$ cat src/rtl/serdes_pkg.sv
// Shared types and constants for the serdes receive/transmit blocks.
// Holds the alignment FSM states, the default comma and a width helper.
package serdes_pkg;

  typedef enum logic {
    HUNT   = 1'b0,
    LOCKED = 1'b1
  } state_e;

  localparam logic [7:0] COMMA_DEFAULT = 8'hBC;

  // Number of bits needed to count 0..n-1 (minimum 1).
  function automatic int clog2(input int unsigned n);
    int          r;
    int unsigned v;
    r = 0;
    v = 1;
    while (v < n) begin
      v = v << 1;
      r++;
    end
    if (r == 0) r = 1;
    return r;
  endfunction

endpackage

$ cat src/rtl/comma_detect.sv
// Combinational comma window: the last SYM serial bits including the bit
// currently on the line, and a flag when they form the K=1 comma symbol.
module comma_detect
  import serdes_pkg::*;
#(
  parameter int unsigned      WIDTH = 8,
  parameter logic [WIDTH-1:0] COMMA = WIDTH'(COMMA_DEFAULT)
) (
  input  logic [WIDTH-1:0] sr_i,
  input  logic             bit_i,
  output logic [WIDTH:0]   win_o,
  output logic             match_o
);

  assign win_o   = {sr_i, bit_i};
  assign match_o = (win_o == {1'b1, COMMA});

endmodule

$ cat src/rtl/deserializer_align.sv
// Serial-to-parallel converter with comma-based word alignment: hunts for
// the comma, tracks symbol boundaries while locked, drops lock on slips.
module deserializer_align
  import serdes_pkg::*;
#(
  parameter int unsigned      WIDTH        = 8,
  parameter logic [WIDTH-1:0] COMMA        = WIDTH'(COMMA_DEFAULT),
  parameter int unsigned      MISALIGN_MAX = 2
) (
  input  logic             clk,
  input  logic             reset_L,
  input  logic             data_in,
  output logic [WIDTH-1:0] data_out,
  output logic             k_out,
  output logic             valid_out,
  output logic             locked
);

  localparam int unsigned      SYM       = WIDTH + 1;
  localparam int               CNT_W     = clog2(SYM);
  localparam logic [CNT_W-1:0] LAST_BIT  = CNT_W'(SYM - 1);
  localparam int               MIS_W     = 4;
  localparam logic [MIS_W-1:0] MIS_LIMIT = MIS_W'(MISALIGN_MAX);

  if (MISALIGN_MAX == 0 || MISALIGN_MAX > 15) begin : g_bad_misalign_max
    $error("deserializer_align: MISALIGN_MAX must be in 1..15");
  end
  if (WIDTH < 2) begin : g_bad_width
    $error("deserializer_align: WIDTH must be at least 2");
  end

  state_e           state_q;
  logic [WIDTH-1:0] sr_q;
  logic [CNT_W-1:0] bit_cnt_q;
  logic [MIS_W-1:0] misalign_q;
  logic [WIDTH-1:0] data_q;
  logic             k_q;
  logic             valid_q;
  logic             locked_q;

  logic [WIDTH:0]   win;
  logic             match;
  logic             boundary;
  logic [MIS_W-1:0] misalign_inc;

  comma_detect #(
    .WIDTH (WIDTH),
    .COMMA (COMMA)
  ) u_comma_detect (
    .sr_i    (sr_q),
    .bit_i   (data_in),
    .win_o   (win),
    .match_o (match)
  );

  assign boundary     = (bit_cnt_q == LAST_BIT);
  assign misalign_inc = misalign_q + MIS_W'(1);

  // NOTE: sequential state uses non-blocking assignments only, so every
  // right-hand side below reads the value from before this clock edge.
  always_ff @(posedge clk or negedge reset_L) begin
    if (!reset_L) begin
      state_q    <= HUNT;
      sr_q       <= '0;
      bit_cnt_q  <= '0;
      misalign_q <= '0;
      data_q     <= '0;
      k_q        <= 1'b0;
      valid_q    <= 1'b0;
      locked_q   <= 1'b0;
    end else begin
      // The low WIDTH bits of the window are exactly the shifted register.
      sr_q    <= win[WIDTH-1:0];
      valid_q <= 1'b0;
      case (state_q)
        HUNT: begin
          if (match) begin
            state_q    <= LOCKED;
            bit_cnt_q  <= '0;
            misalign_q <= '0;
            valid_q    <= 1'b1;
            data_q     <= COMMA;
            k_q        <= 1'b1;
            locked_q   <= 1'b1;
          end
        end
        LOCKED: begin
          bit_cnt_q <= boundary ? '0 : bit_cnt_q + CNT_W'(1);
          if (boundary) begin
            valid_q <= 1'b1;
            data_q  <= win[WIDTH-1:0];
            k_q     <= win[WIDTH];
            if (match) misalign_q <= '0;
          end else if (match) begin
            // A comma off the boundary means the stream has slipped.
            if (misalign_inc == MIS_LIMIT) begin
              state_q    <= HUNT;
              locked_q   <= 1'b0;
              misalign_q <= '0;
              bit_cnt_q  <= '0;
            end else begin
              misalign_q <= misalign_inc;
            end
          end
        end
        default: begin
          state_q  <= HUNT;
          locked_q <= 1'b0;
        end
      endcase
    end
  end

  assign data_out  = data_q;
  assign k_out     = k_q;
  assign valid_out = valid_q;
  assign locked    = locked_q;

endmodule

$ cat config.mk
export PLATFORM = sky130hd
export DESIGN_NAME = deserializer_align
export DESIGN_NICKNAME = d
export VERILOG_FILES = /design/src/rtl/serdes_pkg.sv /design/src/rtl/comma_detect.sv /design/src/rtl/deserializer_align.sv
export SDC_FILE = /design/constraint.sdc
export NUM_CORES = 1
export LEC_CHECK = 0
export ABC_CLOCK_PERIOD_IN_PS = 2300
export CORE_MARGIN = 2
export CORE_UTILIZATION = 54
export DETAILED_ROUTE_END_ITERATION = 10
export PLACE_DENSITY = 0.76
export SLEW_MARGIN = 20
export SYNTH_ARGS = -nofsm -noshare
export SYNTH_HDL_FRONTEND = slang
export SYNTH_SLANG_ARGS = --single-unit
export TNS_END_PERCENT = 1
$ cat constraint.sdc
create_clock -name clk -period 2.3 [get_ports clk]
set_input_delay 0.46 -clock clk [delete_from_list [all_inputs] [get_ports clk]]
set_output_delay 0.46 -clock clk [all_outputs]
set_load 0.05 [all_outputs]
=== Word level (Yosys, flattened, before mapping) ===
Cells that the tools add are included.

* Register bits after elaboration: 28
* Output and inout bits: 11

* Add/subtract/negate cells: 2
* Eq/ne operators: 9
* Mux-type cells: 28
* Bitwise operators: 1
* Reduce and logical (&&, ||, !) cells: 2

{| class="wikitable"
|+ Operator list
! kind !! count
|-
| 2-to-1 mux 4 bit || 9
|-
| 2-to-1 mux 8 bit || 2
|-
| case mux 4 bit (2 select lines) || 2
|-
| case mux 8 bit (2 select lines) || 1
|-
| 2-to-1 mux 1 bit || 10
|-
| equality test 9 bit (second input constant) || 1
|-
| adder 4 x 1 -> 4 bit (second input constant) || 2
|-
| case mux 1 bit (2 select lines) || 4
|-
| != test 2 x 1 -> 1 bit (second input constant) || 3
|-
| equality test 4 x 2 -> 1 bit (second input constant) || 1
|-
| equality test 4 bit (second input constant) || 1
|-
| != test 2 bit (second input constant) || 2
|-
| AND reduction 4 bit || 1
|-
| != test 3 x 1 -> 1 bit (second input constant) || 1
|-
| AND reduction 2 bit || 1
|-
| inverter 1 bit || 1
|}

=== Longest topological paths before layout ===
* Depth after elaboration: 6
* Gate-level depth with buffers: 6
* Gate-level depth less buffers: 6

=== Cells and area by module ===
From an unflattened synthesis, not the netlist that was laid out.

* Cells, all modules: 105
* Area, all modules: 1280.0 µm²

{| class="wikitable"
|+ Modules (own cells, without submodules)
! module !! times used !! cells an instance !! area each (µm²)
|-
| deserializer_align || 1 || 93 || 1182.4
|-
| comma_detect || 1 || 12 || 97.6
|}

=== Least setup slack after synthesis ===
No wires, ideal clock.

* Path type: register -> register
* Start point: register misalign_q[0]
* End point: register bit_cnt_q[1]
* Setup time: 0.120 ns
* Data arrival time: 1.612 ns
* Data required time: 2.180 ns
* Slack: 0.568 ns
* Stages on the path, launching flop included: 6
* Path buffers: 0
* Period minus slack after synthesis: 1.732 ns
* Cell sequence: dfrtp_1 > ha_1 > or4b_4 > o31ai_4 > nand3_2 > a31o_1

* Word-level cells in the longest chain between the ends: 6

{| class="wikitable"
|+ Ends and longest elaborated chain
! element !! RTL line !! source
|-
| from (decl) || deserializer_align.sv:35 || <nowiki>logic [MIS_W-1:0] misalign_q;</nowiki>
|-
| from (signal assigned) || deserializer_align.sv:102 || <nowiki>misalign_q <= misalign_inc;</nowiki>
|-
| adder 4 x 1 -> 4 bit || deserializer_align.sv:57 || <nowiki>assign misalign_inc = misalign_q + MIS_W'(1);</nowiki>
|-
| equality test 4 x 2 -> 1 bit || deserializer_align.sv:96 || <nowiki>if (misalign_inc == MIS_LIMIT) begin</nowiki>
|-
| 2-to-1 mux 4 bit || deserializer_align.sv:96 ||
|-
| 2-to-1 mux 4 bit || deserializer_align.sv:94 || <nowiki>end else if (match) begin</nowiki>
|-
| 2-to-1 mux 4 bit || deserializer_align.sv:89 || <nowiki>if (boundary) begin</nowiki>
|-
| case mux 4 bit (2 select lines) || deserializer_align.sv:75 || <nowiki>case (state_q)</nowiki>
|-
| to (signal assigned) || deserializer_align.sv:88 || <nowiki>bit_cnt_q <= boundary ? '0 : bit_cnt_q + CNT_W'(1);</nowiki>
|-
| to (decl) || deserializer_align.sv:34 || <nowiki>logic [CNT_W-1:0] bit_cnt_q;</nowiki>
|}

Every way passes these cells.
A chain may end at the register's enable or synchronous reset.

=== Worst setup path in the final report ===
* Start point: register data_q[6] (netlist: data_out[6])
* End point: output data_out[6]

{| class="wikitable"
|+ RTL lines
! element !! RTL line !! source
|-
| from (decl) || deserializer_align.sv:36 || <nowiki>logic [WIDTH-1:0] data_q;</nowiki>
|-
| from (signal assigned) || deserializer_align.sv:91 || <nowiki>data_q <= win[WIDTH-1:0];</nowiki>
|-
| to (decl) || deserializer_align.sv:13 || <nowiki>output logic [WIDTH-1:0] data_out,</nowiki>
|}

No word-level cell between the ends.

==> out/qor.yml <==
clocking:
  clk_transition_reported_paths_ns: 0.15
  cts.repair.resized: 0
  htree_levels: 1
  root_buffer: "clkbuf_4"
  cts_tree: "done"
  cts_buffer_depth: 2
  clock_latency_ns: 0.32
  ctsHoldBuffers: 0
  postCtsSetupBuffers: 0
  clock-sinks: 28
  cts-buffers-inserted: 3
setup_path:
  critPathKind: "register to output pin"
  crit_path_max_incr_delay_ns: 0.80
  cp.required_ns: 1.84
  cp_slowest_cell: "clkdlybuf4s50_1"
  cp-end-kind: "output pin"
  critPathArrivalTime_ns: 1.51
  path_cells: "clkdlybuf4s50_1"
  cp_top_family: "buffers and inverters"
  start_kind: "register"
  critPathBufInv: 1
  crit_path_max_fanout: 2
synthesis:
  synth.most_common_cell: "dfrtp_1"
  async_flop_share_pct: 100.0
  seq_area_frac_synth_pct: 55.61
  ys_ff_latch: 28
  synthCells: 109
  synth_area_leaders: "dfrtp_1, nor2_1, ha_1"
  synth_top_family_by_area: "simple AND/OR/NAND/NOR gates"
  synth-main-ff-cell: "dfrtp_1"
  muxShareOfSynthArea_pct: 0.8937
  synth_xor_xnor_area_share_pct: 1.390
  synth_compound_area_share_pct: 12.91
  synth_top_cells_by_count: "dfrtp_1, nor2_1, nand2_1"
  yosys.area_share.simple_pct: 22.74
  synth_edf_count: 0
  synth_top_area_share_pct: 55.61
  synth_fa_ha_area_share_pct: 3.972
  avgSynthCellArea_um2: 11.56
  syn-num-nets: 116
  synth.distinct_cells: 35
  synth_area_um2: 1260
  synth_top_area_cell: "dfrtp_1"
  ys_warn_count: 0
cells_and_area:
  num_antenna_cells: 0
  final_net_count: 135
  fin_util_pct: 67.25
  instances_no_fill: 155
  drive_gt1_share_pct: 14.17
  final_area_um2: 1488
  area_growth_pct: 18.07
timing:
  slew_viol_final: 0
  setup_viol: 0
  final_critical_path_setup_slack_ns: 0.3291
  fin_setup_tns_ns: 0
  final.period_utilization_pct: 85.69
  hold_violations: 0
  hold_slack_ns: 0.4312
  min_period_ns: 1.971
  finClkSkew_ns: 0.005782
  fmaxAchievable_ghz: 0.5074
  grt_setup_unrepaired: "false"
  slew_headroom_pct: 66.40
  tightest_slew_ns: 0.5024
pwr:
  power_leakage_nw: 0.6690
  swShare_pct: 27.33
  p_total_mw: 1.112
  power_density_nw_per_um2: 747.5
  ir_drop_v: 0.0004944
  pwr-share-comb_pct: 18.2
  p_clk_share_pct: 28.3
  power_frac_seq_pct: 53.5
  internal-power_mw: 0.8081
  switchingPower_mw: 0.3039
detailed_routing:
  initialDrtViolationCount: 15
  wl_met3_um: 88
  topRoutingLayerUsed: "met4"
  drcViolationCount: 0
  wl_per_cell_um: 13.97
  met1Wirelength_um: 1033
  first_pass_iters: 4
  vias: 864
  drt-total-wl_um: 2165
  wl_met2_um: 1029
  viasPerCell: 5.574
  ant_nets: 0
outcome:
  status: "finished, final reports clean"
floorplanning:
  core_um2: 2212
  start_util_pct: 56.96
  ioPinCount: 14
  rows: 17
  dieWidth_um: 52.31
  die-area_um2: 2736
  die_h_um: 52.31
place:
  routabilityCongestion: 0.8260
  place_ws_ns: 0.1998
  io_buffer_count: 13
  dp.cells: 151
  dp_hpwl_um: 1571
  place_area_um2: 1435
global_routing:
  grt-ovfl-total: 0
  grt_pass1_wl_um: 3732
  grtUsageTotal_pct: 18.61
  grt_max_degree: 29
  antenna_found_initial: 0
  grt_pass1_vias: 808
run:
  drv_cap: 0
min_path:
  hold_path.class: "register to register"
[cell families (layout without fill, tap and decap cells)]
| group | Yosys count | count (layout) |
|---|---|---|
| xor gates and xnor gates | 2 | 2 |
| DFF | 28 | 28 |
| adders and majority gates | 4 | 4 |
| and+or+nand+nor | 44 | 44 |
| buffers and inverters | 8 | 26 |
| muxes | 1 | 1 |
| AOI/OAI and AO/OA | 22 | 22 |
[power groups by stage]
stage                     registers [mW]  logic (mW)  clock network (mW)
after global routing               0.603       0.227               0.343
after floorplan                    0.623       0.116                   0
final                              0.595       0.202               0.315
after CTS                          0.594       0.205               0.322
after global placement             0.600       0.197                   0
after detailed placement           0.602       0.205                   0
[registers in the layout, indices dropped and copies added (netlist names)]
register and flops:
data_out 8, sr_q 8, bit_cnt_q 4, misalign_q 4
k_out 1, locked 1, state_q 1, valid_out 1
[per-layer routing]
layer	GRT usage (%)	up-vias
met4	7.265	0
li1	-	419
met3	2.857	6
met5	0	-
met1	28.05	410
met2	27.08	29
[placed cells by master (no fill, tap or decap), types with 2 or more instances in the layout]
| master | instances |
|---|---|
| clkdlybuf4s50_1 | 13 |
| clkbuf_4 | 3 |
| ha_1 | 4 |
| nand3_1 | 4 |
| buf_4 | 2 |
| nor2_1 | 15 |
| and3b_1 | 2 |
| dfrtp_1 | 28 |
| nand2_1 | 9 |
| o22ai_1 | 3 |
| nand3b_2 | 2 |
| inv_1 | 7 |
| o21ai_0 | 4 |
| o21ai_1 | 5 |
| a32o_1 | 3 |
[final cells by class]
cell class                      instances  area (um^2)
Fill cell                             169        724.4
Multi-Input combinational cell         73        528.0
Inverter                                7        26.28
Timing Repair Buffer                   15        145.1
Sequential cell                        28        700.7
Clock inverter                          1        30.03
Clock buffer                            3        22.52
Tap cell                               28        35.03
[path summary, 6_finish.rpt]
check	start	to	slack, ns	cells after the start
max reg2reg	misalign_q[0]$_DFFE_PN0P_	bit_cnt_q[3]$_DFFE_PN0P_	0.38	5
min reg2reg	sr_q[0]$_DFF_PN0_	sr_q[1]$_DFF_PN0_	0.43	0
max in group asynchronous	reset_L	misalign_q[1]$_DFFE_PN0P_	1.56	2
min	sr_q[0]$_DFF_PN0_	sr_q[1]$_DFF_PN0_	0.43	0
max	data_out[6]$_DFFE_PN0P_	data_out[6]	0.33	1
min in group asynchronous	reset_L	data_out[1]$_DFFE_PN0P_	0.48	2
No activity file was read; power rests on OpenSTA's default activity.
